--- src/rtl/coin_acceptor.sv ---
// Coin acceptor front end.
// Two raw coin sensors (5c and 10c) are synchronized and debounced. Every
// debounced rising level is a coin event. A lone event with enable high is
// queued in a small FIFO, and the FIFO drains one coin code per clock to the
// vending FSM. Disabled events, overflow events and simultaneous events on
// both channels are rejected with a one-cycle pulse.
module coin_acceptor #(
  parameter int DEBOUNCE_CYCLES = 4,
  parameter int FIFO_DEPTH      = 4
) (
  input  logic       clk,
  input  logic       reset,
  input  logic       nickel_raw,
  input  logic       dime_raw,
  input  logic       enable,
  output logic [1:0] coin,
  output logic       reject,
  output logic       jam,
  output logic [2:0] pending,
  output logic [7:0] coin_count
);

  // Codes handed to the vending FSM; 2'b11 is never produced.
  typedef enum logic [1:0] {
    COIN_NONE   = 2'b00,
    COIN_NICKEL = 2'b01,
    COIN_DIME   = 2'b10
  } coin_t;

  // Channel index 0 is the nickel sensor, index 1 is the dime sensor.
  localparam int CH_NICKEL = 0;
  localparam int CH_DIME   = 1;

  // Terminal value of the debounce counter: reaching it flips the level.
  localparam logic [3:0] DEB_LAST = 4'(DEBOUNCE_CYCLES - 1);

  // The pointers are two bits wide because the queue depth is fixed at four.
  localparam logic [2:0] FIFO_FULL_COUNT = 3'(FIFO_DEPTH);

  // Synchronizer, debounce and level state for both channels.
  logic [1:0]      w_raw;
  logic [1:0]      r_sync1;
  logic [1:0]      r_sync2;
  logic [1:0]      r_deb;
  logic [1:0][3:0] r_debCnt;

  // Per-channel decode of the debounce state.
  logic [1:0] w_mismatch;
  logic [1:0] w_toggle;
  logic [1:0] w_event;

  // Queue storage, pointers and occupancy.
  coin_t      r_fifo [FIFO_DEPTH];
  logic [1:0] r_wrPtr;
  logic [1:0] r_rdPtr;
  logic [2:0] r_count;

  // Queue control decode.
  logic  w_pop;
  logic  w_full;
  logic  w_jam;
  logic  w_single;
  logic  w_push;
  logic  w_rejectNext;
  coin_t w_pushCode;

  // Registered outputs.
  coin_t      r_coin;
  logic       r_reject;
  logic       r_jam;
  logic [7:0] r_coinCount;

  assign w_raw = {dime_raw, nickel_raw};

  // Two-flop synchronizer per sensor; nothing downstream sees the raw pins.
  always_ff @(posedge clk) begin
    if (reset) begin
      r_sync1 <= 2'b00;
      r_sync2 <= 2'b00;
    end else begin
      r_sync1 <= w_raw;
      r_sync2 <= r_sync1;
    end
  end

  // A level flips once the synchronized input has disagreed with it for
  // DEBOUNCE_CYCLES consecutive samples; only a 0->1 flip is a coin event.
  always_comb begin
    w_mismatch = 2'b00;
    w_toggle   = 2'b00;
    w_event    = 2'b00;
    for (int ch = 0; ch < 2; ch++) begin
      w_mismatch[ch] = r_sync2[ch] != r_deb[ch];
      w_toggle[ch]   = w_mismatch[ch] && (r_debCnt[ch] == DEB_LAST);
      w_event[ch]    = w_toggle[ch] && !r_deb[ch];
    end
  end

  // Debounce counters: count disagreement, clear on agreement or on a flip.
  always_ff @(posedge clk) begin
    if (reset) begin
      r_deb    <= 2'b00;
      r_debCnt <= '0;
    end else begin
      for (int ch = 0; ch < 2; ch++) begin
        if (w_toggle[ch]) begin
          r_deb[ch]    <= ~r_deb[ch];
          r_debCnt[ch] <= 4'd0;
        end else if (w_mismatch[ch]) begin
          r_debCnt[ch] <= r_debCnt[ch] + 4'd1;
        end else begin
          r_debCnt[ch] <= 4'd0;
        end
      end
    end
  end

  // A non-empty queue always drains one entry per clock. Because the pop is
  // decided from the occupancy before this edge, an entry written now cannot
  // leave on the same edge. A full queue that is also popping can take a push.
  always_comb begin
    w_pop        = r_count != 3'd0;
    w_full       = r_count == FIFO_FULL_COUNT;
    w_jam        = w_event[CH_NICKEL] && w_event[CH_DIME];
    w_single     = w_event[CH_NICKEL] ^ w_event[CH_DIME];
    w_push       = w_single && enable && (!w_full || w_pop);
    w_rejectNext = w_jam || (w_single && !w_push);
    w_pushCode   = w_event[CH_NICKEL] ? COIN_NICKEL : COIN_DIME;
  end

  // Queue storage needs no reset: occupancy and pointers decide validity.
  always_ff @(posedge clk) begin
    if (w_push) begin
      r_fifo[r_wrPtr] <= w_pushCode;
    end
  end

  // Queue pointers and occupancy; reset discards anything still queued.
  always_ff @(posedge clk) begin
    if (reset) begin
      r_wrPtr <= 2'd0;
      r_rdPtr <= 2'd0;
      r_count <= 3'd0;
    end else begin
      if (w_push) begin
        r_wrPtr <= r_wrPtr + 2'd1;
      end
      if (w_pop) begin
        r_rdPtr <= r_rdPtr + 2'd1;
      end
      case ({w_push, w_pop})
        2'b10:   r_count <= r_count + 3'd1;
        2'b01:   r_count <= r_count - 3'd1;
        default: r_count <= r_count;
      endcase
    end
  end

  // Output stage: the popped code is shown for exactly one cycle and counted,
  // and rejects and jams are registered into one-cycle pulses.
  always_ff @(posedge clk) begin
    if (reset) begin
      r_coin      <= COIN_NONE;
      r_reject    <= 1'b0;
      r_jam       <= 1'b0;
      r_coinCount <= 8'd0;
    end else begin
      r_coin   <= w_pop ? r_fifo[r_rdPtr] : COIN_NONE;
      r_reject <= w_rejectNext;
      r_jam    <= w_jam;
      if (w_pop) begin
        r_coinCount <= r_coinCount + 8'd1;
      end
    end
  end

  assign coin       = r_coin;
  assign reject     = r_reject;
  assign jam        = r_jam;
  assign pending    = r_count;
  assign coin_count = r_coinCount;

endmodule
--- config.mk ---
export PLATFORM = sky130hd
export DESIGN_NAME = coin_acceptor
export DESIGN_NICKNAME = d
export VERILOG_FILES = /design/src/rtl/coin_acceptor.sv
export SDC_FILE = /design/constraint.sdc
export NUM_CORES = 1
export LEC_CHECK = 0
export BUFFER_PORTS_ARGS = -buffer_cell sky130_fd_sc_hd__buf_2
export CAP_MARGIN = 20
export CORE_UTILIZATION = 60
export DETAILED_ROUTE_END_ITERATION = 8
export PLACE_DENSITY_LB_ADDON = 0.08
export SLEW_MARGIN = 10
export SYNTH_ARGS = -nofsm -noshare
export SYNTH_HDL_FRONTEND = slang
export SYNTH_SLANG_ARGS = --single-unit
--- constraint.sdc ---
create_clock -name clk -period 4.55 [get_ports clk]
set_input_delay 0.455 -clock clk [delete_from_list [all_inputs] [get_ports clk]]
set_output_delay 0.455 -clock clk [all_outputs]
set_load 0.005 [all_outputs]
# Yosys cells after proc, flatten, opt, wreduce, memory -nomap -nowiden
# Memory sizes are Yosys's and may differ from the RTL's. A register that Yosys moved wholly into a read port is not among the register bits.
# Index checks and enable logic that the tools add are counted.
# totals
register_bits	31
ram_bits	8
input_bits	5
out_inout_bits	15
wordCells	56
mem_count	1
# op_classes
addsub	7
n_eq_ne	7
mux	4
bitwise_logic	6
reduce_logical	19
# mem_list
name	depth	word_bits	read_ports	rd_ports_with_merged_regs	wr	line	rtl
r_fifo	4	2	1	1	1	53	coin_t r_fifo [FIFO_DEPTH];
# ops
cell	n
$add A4 B1 Y4 const B	2
$add A8 B1 Y8 const B	1
$eq A4 B2 Y1 const B	2
$logic_and A1 B1 Y1	8
$pmux W3 S2	1
$reduce_or A3 Y1	2
$not A1 Y1	5
$add A2 B1 Y2 const B	2
$logic_not A1 Y1	4
$add A3 B1 Y3 const B	1
$eq A3 B3 Y1 const B	1
$reduce_bool A3 Y1	1
$sub A3 B1 Y3 const B	1
$eq A2 B1 Y1 const B	1
$eq A2 B2 Y1 const B	1
$logic_or A1 B1 Y1	2
$mux W1	2
$mux W2	1
$ne A1 B1 Y1	2
$reduce_bool A2 Y1	1
$reduce_or A2 Y1	1
$xor A1 B1 Y1	1

# Depth between registers and ports, before layout
# Gate-level depths: netlist (run 1).
# logic_depth
depth_word	9
mapped_depth	11
mapped_depth_nobuf	11

# Worst setup path after synthesis (run 1)
# Ideal clock, no wire load.
# synth_path
path_type	flip-flop to flip-flop
from	reg r_debCnt[0] in the netlist's numbering
to	reg r_count[2] (netlist: pending[2])
setup_ns	0.070
t_arrival_ns	2.579
required_time_ns	4.480
path_slack_ns	1.900
stages_incl_launch_ff	12
path_buffers	0
period_less_slack_ns	2.650
cell_sequence	dfxtp_1 ha_1 nor3b_1 nand3b_1 inv_1 ha_1 nand2_1 ha_1 fa_1 xnor2_1 or3_1 a21oi_1
# synth_between
elab_chain_cells	8
# synth_rtl
element	line	rtl
start, declared	45	logic [1:0][3:0] r_debCnt;
start signal, assigned by index	110	r_debCnt[ch] <= r_debCnt[ch] + 4'd1;
$eq A4 B2 Y1 (*)	94	w_toggle[ch] = w_mismatch[ch] && (r_debCnt[ch] == DEB_LAST);
$logic_and A1 B1 Y1 (*)	94	
$logic_and A1 B1 Y1 (*)	95	w_event[ch] = w_toggle[ch] && !r_deb[ch];
via w_event[0]	50	logic [1:0] w_event;
$xor A1 B1 Y1 (*)	125	w_single = w_event[CH_NICKEL] ^ w_event[CH_DIME];
$logic_and A1 B1 Y1 (*) (2 in a row)	126	w_push = w_single && enable && (!w_full || w_pop);
$eq A2 B1 Y1 / $eq A2 B2 Y1 (equally long branches)	151	case ({w_push, w_pop})
$pmux W3 S2 / $reduce_bool A2 Y1 (equally long branches)	--	
end signal, assigned	152	2'b10: r_count <= r_count + 3'd1;
end signal, assigned	153	2'b01: r_count <= r_count - 3'd1;
end signal, assigned	154	default: r_count <= r_count;
end, declared	56	logic [2:0] r_count;
# The timed path passes the listed nets; every way through them passes the cells marked *.
# A chain may end at the register's enable or synchronous reset.

# Worst setup path after layout (run 1)
# Same ends and word-level chain as after synthesis.

==> results_tabular.tex, run 1 <==
\begin{tabular}{lr}
\hline
Metric & Value \\
\hline
\multicolumn{2}{l}{\textbf{Outcome}} \\
Outcome & finished clean \\
\multicolumn{2}{l}{\textbf{Logic synthesis}} \\
Nets in the synthesized netlist & 167 \\
Most used standard cells in the synthesized netlist & 33 x dfxtp\_1, 18 x nor2\_1, 9 x a21oi\_1, 9 x ha\_1 \\
Syn avg cell area & 11.0 µm² \\
Count of state elements after synthesis & 41 \\
Post-synthesis cell type with the largest combined area & dfxtp\_1 \\
Area share of the largest cell type after synthesis & 39.6\% \\
Number of synthesized flops with an enable pin & 8 \\
Number of instances in the synthesized netlist & 152 \\
Post-synth design cell area & 1670 µm² \\
Ys flop type & dfxtp\_1 \\
Most numerous cell in the Yosys netlist & dfxtp\_1 \\
Count of warnings emitted by yosys & 0 \\
Async set-reset flop share out of synthesis & 0\% \\
Proportion of synthesized chip area in sequential cells & 54.0\% \\
Top area cells in the synthesized netlist & dfxtp\_1 40\%, edfxtp\_1 14\%, ha\_1 6.7\% \\
Number of unique standard cell types used by synthesis & 28 \\
\multicolumn{2}{l}{\textbf{Route}} \\
Number of vias after detailed routing & 1,138 \\
Detailed Route WL & 2.80 mm \\
Initial DRC Count & 9 \\
Via/cell ratio & 5.55 \\
Count of TritonRoute iterations in the first routing pass & 4 \\
Wire per inst & 13.7 µm \\
Post-detailed-route DRC marker count & 0 \\
Number of nets still failing antenna checks after routing & 0 \\
\multicolumn{2}{l}{\textbf{Worst hold path}} \\
Path class of the lowest-slack min-delay path & primary input to register \\
Worst Hold Path Cells & 2 \\
\multicolumn{2}{l}{\textbf{Finish}} \\
Share of layout cells above drive strength 1 & 18.3\% \\
Diode count & 0 \\
Net count reported at finish & 189 \\
Filler Cells Inserted & 186 \\
Area Overhead vs Synth & 10.8\% \\
Post-route cell area & 1850 µm² \\
\multicolumn{2}{l}{\textbf{Power}} \\
Pwr Density & 317 nW/µm² \\
Part of the total power dissipated in combinational logic & 1.8\% \\
Sequential power share & 63.5\% \\
Sw Pwr & 0.122 mW \\
Internal Dissipation & 0.465 mW \\
Maximum VDD drop & 0.328 mV \\
Clock share of power & 34.7\% \\
Switching share of total power & 20.8\% \\
Leakage power of the design & 0.758 nW \\
\multicolumn{2}{l}{\textbf{Clock network}} \\
Number of setup buffers added after CTS & 0 \\
Total of cells resized after clock tree synthesis & 0 \\
\# H-tree levels & 2 \\
Clock Tree Buf Depth & 2 \\
TritonCTS Buffers & 5 \\
CTS tree & built \\
Clock slew seen by the registers of the worst setup and hold paths & 0.11 ns \\
Root Driver & clkbuf\_4 \\
Total number of clock tree sinks & 41 \\
Hold-fix buffer count after cts & 0 \\
Skew-Pair Late Insertion Delay & 0.35 ns \\
\multicolumn{2}{l}{\textbf{Setup path}} \\
Sort of element at the start of the critical path & register \\
Number of cells on the worst reg-to-reg path & 11 \\
Logic depth of the worst setup path including buffers & 11 \\
Startpoint-to-endpoint class of the critical path & register to register \\
Kind of cell adding the most delay to the critical path & simple AND/OR/NAND/NOR gates \\
Crit path top cell by count & ha\_1 \\
Cells along the critical path & ha\_1 -> nor3b\_1 -> nand3b\_1 -> inv\_1 -> ha\_1 -> nand2\_1 -> ha\_1 -> fa\_1 -> xnor2\_1 -> or3\_1 -> a21oi\_1 \\
Data arrival time of the critical path & 3.36 ns \\
CP max stage cell & nor3b\_1 \\
Data required time of the worst path & 4.82 ns \\
Kind of capture point of the worst setup path & register \\
Bufs and invs on worst path & 1 \\
Worst Path Max Fanout & 7 \\
Crit-path max cell delay & 0.40 ns \\
\multicolumn{2}{l}{\textbf{Floorplanning}} \\
Die W & 54.7 µm \\
Floorplan die height & 54.7 µm \\
I/O pin count & 20 \\
Initial core utilization & 65.6\% \\
Number of rows created at floorplan & 18 \\
Area inside the core boundary & 2540 µm² \\
Die ar. & 3000 µm² \\
\multicolumn{2}{l}{\textbf{STA}} \\
Post-Route Hold Slack & 0.314 ns \\
Final cycle utilization of the critical path & 67.8\% \\
Final-report setup violation count & 0 \\
Slew headroom & 49.7\% \\
Final Hold Fails & 0 \\
Slew at the pin closest to its max-slew limit & 0.751 ns \\
Final Max Slew Viols & 0 \\
Unrepaired setup endpoints after global routing & false \\
Time the final worst path needs with I/O delays and setup & 3.08 ns \\
Summed negative setup slack over all endpoints & 0 ns \\
Top achievable clock speed & 324 MHz \\
Post-Route Skew & 0.0102 ns \\
\multicolumn{2}{l}{\textbf{GRT}} \\
Maximum number of pins on one net before global-route repair & 28 \\
Initial antenna violation count & 0 \\
Wire length of the first global-routing pass & 4.35 mm \\
Via count of the first global-routing pass & 1,047 \\
Global-route usage over all layers & 21.6\% \\
Remaining global-route overflow & 0 \\
\multicolumn{2}{l}{\textbf{Place}} \\
Weighted congestion at the end of routability-driven global placement & 0.754 \\
Hpwl dp & 2.05 mm \\
PortBufs & 19 \\
Total placed instance area & 1780 µm² \\
\multicolumn{2}{l}{\textbf{Flow run}} \\
Max-Cap Viols & 0 \\
\hline
\end{tabular}
[flip-flops by register name (all words and copies together), names as in the netlist]
register,count
jam,1
r_debCnt,8
r_deb,2
coin,2
pending,3
r_wrPtr,2
r_sync1,2
coin_count,8
reject,1
r_fifo,8
r_sync2,2
r_rdPtr,2
[worst paths after layout]
| kind | from | endpoint | slack, ns |
|---|---|---|---|
| setup / recovery | r_debCnt[0]$_SDFF_PP0_ | pending[2]$_SDFFE_PP0P_ | 1.47 |
| hold / removal | nickel_raw | r_sync1[0]$_SDFF_PP0_ | 0.31 |
| setup reg to reg | r_debCnt[0]$_SDFF_PP0_ | pending[2]$_SDFFE_PP0P_ | 1.47 |
| hold reg to reg | r_debCnt[4]$_SDFF_PP0_ | r_debCnt[4]$_SDFF_PP0_ | 0.45 |
[placed cells by master (no fill, tap or decap), drive strengths merged, types with 4 or more instances in the layout]
master,n
xor2,5
a21oi,9
or4,4
inv,8
or3,4
nand2,6
edfxtp,8
and3,4
nor3b,4
xnor2,8
buf,19
ha,9
dfxtp,33
nor2,18
nor2b,5
o31ai,6
nand3,5
clkbuf,7
[routing by layer]
metal	vias up	GRT usage [%]	wire, µm
met5	-	0	0
met4	0	11.5	44
met3	5	5.83	68
met2	15	36.9	1450
met1	548	24.0	1240
li1	570	-	-
[stage by stage]
step | instances | utilization [%] | setup WS [ns] | power [mW]
floorplan | 152 | - | 1.90 | 0.388
global placement | 197 | 69.9 | 1.74 | 0.391
detailed placement | 197 | 69.9 | 1.52 | 0.392
CTS | 205 | 72.7 | 1.47 | 0.591
global route | 205 | 72.7 | 1.20 | 0.606
finish | 205 | 72.7 | 1.47 | 0.587
[worst reg2reg max path, stage by stage, from the launching register on]
cell,delay [ns]
dfxtp_1,0.38
ha_1,0.19
nor3b_1,0.40
nand3b_1,0.23
inv_1,0.19
ha_1,0.24
nand2_1,0.14
ha_1,0.25
fa_1,0.38
xnor2_1,0.14
or3_1,0.33
a21oi_1,0.16
[cell families (layout without fill, tap and decap cells)]
logic type,count (synthesis),after routing,synth area share [%]
adders and majority gates,10,10,7.95
xor gates and xnor gates,13,13,6.82
muxes,5,5,4.50
DFF,41,41,54.0
AOI/OAI and AO/OA,17,17,6.00
buffers and inverters,12,35,3.15
and+or+nand+nor,54,54,17.6
[area by class of cell]
| class | instances | area, µm² | area share (%) |
|---|---|---|---|
| Multi-Input combinational cell | 99 | 716 | 38.7 |
| Timing Repair Buffer | 19 | 95.1 | 5.14 |
| Inverter | 8 | 30.0 | 1.62 |
| Clock inverter | 1 | 5.00 | 0.271 |
| Sequential cell | 41 | 901 | 48.7 |
| Tap cell | 30 | 37.5 | 2.03 |
| Clock buffer | 7 | 65.1 | 3.52 |
[power by group through the flow]
stage | Clock [mW] | Combinational, mW | Sequential [mW]
floorplan | 0 | 0.00753 | 0.381
global placement | 0 | 0.0103 | 0.381
detailed placement | 0 | 0.0108 | 0.381
CTS | 0.208 | 0.0108 | 0.373
global route | 0.221 | 0.0120 | 0.373
finish | 0.203 | 0.0107 | 0.373
No activity file was read; power rests on OpenSTA's default activity.
==> run 2: changes to the inputs <==
--- a/config.mk
+++ b/config.mk
@@ -7,7 +7,7 @@
 export LEC_CHECK = 0
 export BUFFER_PORTS_ARGS = -buffer_cell sky130_fd_sc_hd__buf_2
 export CAP_MARGIN = 20
-export CORE_UTILIZATION = 60
+export CORE_UTILIZATION = 56
 export DETAILED_ROUTE_END_ITERATION = 8
 export PLACE_DENSITY_LB_ADDON = 0.08
 export SLEW_MARGIN = 10
==> constraint.sdc (replaced) <==
create_clock -name clk -period 3.07 [get_ports clk]
set_input_delay 0.307 -clock clk [delete_from_list [all_inputs] [get_ports clk]]
set_output_delay 0.307 -clock clk [all_outputs]
set_load 0.005 [all_outputs]
==> run 2 against run 1 <==
Net effect:
- die area rose by 6.9%
- sequential cell count unchanged
- first-iteration DRC count rose to 4.0 times the previous value
- power rose by 53%
- cell count up 0.98%
- clock skew grew 0.00075 ns
- clock power increased by 62%
- combinational power is 50% higher
- clock-buffer cell count is 1 lower
- fmax is 7.9% higher
- critical endpoint unchanged
- largest power group unchanged
==> results_tabular.tex, run 2 (same netlist as run 1, synthesis figures left out) <==
\begin{tabular}{lr}
\hline
Metric & Value \\
\hline
\multicolumn{2}{l}{\textbf{Power}} \\
Clock share of power & 36.6\% (+1.9 points) \\
Sw Pwr & 0.171 mW (+40\%) \\
Internal Dissipation & 0.726 mW (+56\%) \\
Part of the total power dissipated in combinational logic & 1.8\% (about the same) \\
Post-route total power & 0.897 mW (+53\%) \\
Maximum VDD drop & 0.471 mV (+44\%) \\
Leakage power of the design & 0.766 nW (+0.99\%) \\
Pwr Density & 480 nW/µm² (+51\%) \\
Switching share of total power & 19.1\% (-1.7 points) \\
Sequential power share & 61.6\% (-1.9 points) \\
\multicolumn{2}{l}{\textbf{Finish}} \\
Most used cells in the layout excluding fill and tap cells & 33 x dfxtp\_1, 19 x buf\_2, 18 x nor2\_1 \\
Area Overhead vs Synth & 11.9\% \\
Share of layout cells above drive strength 1 & 18.2\% (-0.10 points) \\
Filler Cells Inserted & 238 (+28\%) \\
Sequential cell area & 901 µm² (unchanged) \\
Diode count & 0 (unchanged) \\
Net count reported at finish & 190 (+0.53\%) \\
Area of the multi-input gates & 721 µm² (+0.70\%) \\
Leading cell type in the layout, fill and taps excluded & dfxtp\_1 \\
Number of non-filler instances in the completed layout & 207 (+0.98\%) \\
\multicolumn{2}{l}{\textbf{Worst hold path}} \\
Worst Hold Path Cells & 2 (unchanged) \\
Start point of the worst hold path & dime\_raw \\
Endpoint of the worst hold path & r\_sync1[1]\$\_SDFF\_PP0\_ \\
Path class of the lowest-slack min-delay path & primary input to register \\
\multicolumn{2}{l}{\textbf{Setup path}} \\
Data arrival time of the critical path & 3.13 ns (-0.23 ns) \\
Bufs and invs on worst path & 1 (unchanged) \\
Worst reg-to-reg setup slack & 0.21 ns (-1.25 ns) \\
Startpoint-to-endpoint class of the critical path & register to register \\
Sort of element at the start of the critical path & register \\
CP max stage cell & fa\_1 \\
Kind of capture point of the worst setup path & register \\
Kind of cell adding the most delay to the critical path & adder cells \\
Worst reg2reg path startpoint & r\_debCnt[0]\$\_SDFF\_PP0\_ \\
Worst reg2reg endpoint & pending[2]\$\_SDFFE\_PP0P\_ \\
Cells along the critical path & ha\_1 -> nor3b\_2 -> nand3b\_1 -> inv\_1 -> ha\_1 -> nand2\_1 -> ha\_1 -> fa\_1 -> xnor2\_1 -> or3\_1 -> a21oi\_1 \\
Data required time of the worst path & 3.35 ns (-1.47 ns) \\
Crit-path max cell delay & 0.39 ns (about the same) \\
Number of cells on the worst reg-to-reg path & 11 (unchanged) \\
Worst Path Max Fanout & 7 (unchanged) \\
Crit path top cell by count & ha\_1 \\
\multicolumn{2}{l}{\textbf{Route}} \\
Detailed Route WL & 2.57 mm (-8.3\%) \\
Count of TritonRoute iterations in the first routing pass & 4 (unchanged) \\
Number of nets still failing antenna checks after routing & 0 (unchanged) \\
Post-detailed-route DRC marker count & 0 (unchanged) \\
Via/cell ratio & 5.37 (-3.3\%) \\
Wire per inst & 12.4 µm (-9.2\%) \\
Number of vias after detailed routing & 1,111 (-2.4\%) \\
Initial DRC Count & 36 (+27) \\
\multicolumn{2}{l}{\textbf{Place}} \\
PortBufs & 19 (unchanged) \\
Placed cell count & 199 (+1.0\%) \\
Weighted congestion at the end of routability-driven global placement & 0.781 (+3.6\%) \\
Hpwl dp & 1.88 mm (-8.4\%) \\
\multicolumn{2}{l}{\textbf{Clock network}} \\
Skew-Pair Late Insertion Delay & 0.34 ns (about the same) \\
Clock Tree Buf Depth & 2 (unchanged) \\
Total number of clock tree sinks & 41 (unchanged) \\
Root Driver & clkbuf\_4 \\
Clock slew seen by the registers of the worst setup and hold paths & 0.11 ns (about the same) \\
CTS tree & built \\
\# H-tree levels & 2 (unchanged) \\
Hold-fix buffer count after cts & 0 (unchanged) \\
TritonCTS Buffers & 5 (unchanged) \\
\multicolumn{2}{l}{\textbf{STA}} \\
Slew headroom & 69.6\% (+20 points) \\
Time the final worst path needs with I/O delays and setup & 2.86 ns (-0.226 ns) \\
Unrepaired setup endpoints after global routing & false \\
Final-report setup violation count & 0 (unchanged) \\
Slew at the pin closest to its max-slew limit & 0.457 ns (-0.294 ns) \\
Final cycle utilization of the critical path & 93.1\% (+25 points) \\
Summed negative setup slack over all endpoints & 0 ns (unchanged) \\
Final Hold Fails & 0 (unchanged) \\
Post-Route Skew & 0.0110 ns (+0.000746 ns) \\
Final Max Slew Viols & 0 (unchanged) \\
Top achievable clock speed & 350 MHz (+7.9\%) \\
\multicolumn{2}{l}{\textbf{Floorplanning}} \\
Initial core utilization & 60.0\% (-5.6 points) \\
Area inside the core boundary & 2780 µm² (+9.3\%) \\
I/O pin count & 20 (unchanged) \\
Die W & 56.6 µm (+3.4\%) \\
Number of rows created at floorplan & 19 (+1) \\
Floorplan die height & 56.6 µm (+3.4\%) \\
Die ar. & 3200 µm² (+6.9\%) \\
\multicolumn{2}{l}{\textbf{GRT}} \\
Remaining global-route overflow & 0 (unchanged) \\
Maximum number of pins on one net before global-route repair & 28 (unchanged) \\
Initial antenna violation count & 0 (unchanged) \\
Wire length of the first global-routing pass & 4.35 mm (unchanged) \\
Global-route usage over all layers & 18.2\% (-3.3 points) \\
Via count of the first global-routing pass & 1,028 (-1.8\%) \\
\multicolumn{2}{l}{\textbf{Outcome}} \\
Outcome & finished clean \\
\multicolumn{2}{l}{\textbf{Flow run}} \\
Max-Cap Viols & 0 (unchanged) \\
\hline
\end{tabular}
-- run 2: changes by cell type in the layout (fill, tap and decap cells not counted), sizes merged --
cell and change:
buf +1, bufinv +1, clkbuf -1
-- run 2: metrics by stage --
step / hold slack, ns / utilization [%] / cell area, µm² / setup WS (ns)
after floorplan: 0.414 / - / 1670 / 0.420
after global placement: 0.425 / 64.3 / 1790 / 0.262
after detailed placement: 0.429 / 64.3 / 1790 / 0.122
after CTS: 0.155 / 67.0 / 1860 / 0.0862
after global routing: 0.165 / 67.2 / 1870 / 0.0208
final: 0.174 / 67.2 / 1870 / 0.212
-- run 2: power by group through the flow --
stage                     Sequential (mW)  Combinational (mW)  Clock [mW]
final                               0.552              0.0161       0.328
after global routing                0.553              0.0180       0.361
after CTS                           0.552              0.0163       0.342
after detailed placement            0.564              0.0163           0
after global placement              0.564              0.0157           0
after floorplan                     0.564              0.0112           0
-- run 2: timing repair --
| action | 4_1_cts | 5_1_grt |
|---|---|---|
| gates resized for setup | 0 | 1 |
| endpoints found under the setup margin | 0 | 1 |
| setup buffers | 0 | 0 |
-- run 2: how the worst max path moves through the flow --
stage                                      start                      end  depth (start not counted)
after floorplan           r_debCnt[0]$_SDFF_PP0_  pending[2]$_SDFFE_PP0P_                         11
after global placement    r_debCnt[0]$_SDFF_PP0_  pending[2]$_SDFFE_PP0P_                         11
after detailed placement  r_debCnt[0]$_SDFF_PP0_  pending[2]$_SDFFE_PP0P_                         11
after CTS                 r_debCnt[0]$_SDFF_PP0_  pending[2]$_SDFFE_PP0P_                         11
after global routing      r_debCnt[0]$_SDFF_PP0_  pending[2]$_SDFFE_PP0P_                         11
final                     r_debCnt[0]$_SDFF_PP0_  pending[2]$_SDFFE_PP0P_                         11
-- run 2: final cells by class --
cell class              instances  area share, %
repair buffers                 20           5.49
clock inverters                 2           1.81
inverters                       8           1.61
flip-flops and latches         41           48.2
clock buffers                   6           2.21
well taps                      31           2.08
multi-input cells              99           38.6
-- run 2: metal layers --
metal / up-vias / part of all wire (%) / GRT usage, %
li1: 572 / - / -
met1: 515 / 43 / 20.1
met2: 18 / 51 / 31.4
met3: 6 / 4.1 / 6.91
met4: 0 / 1.6 / 7.32
met5: - / 0 / 0
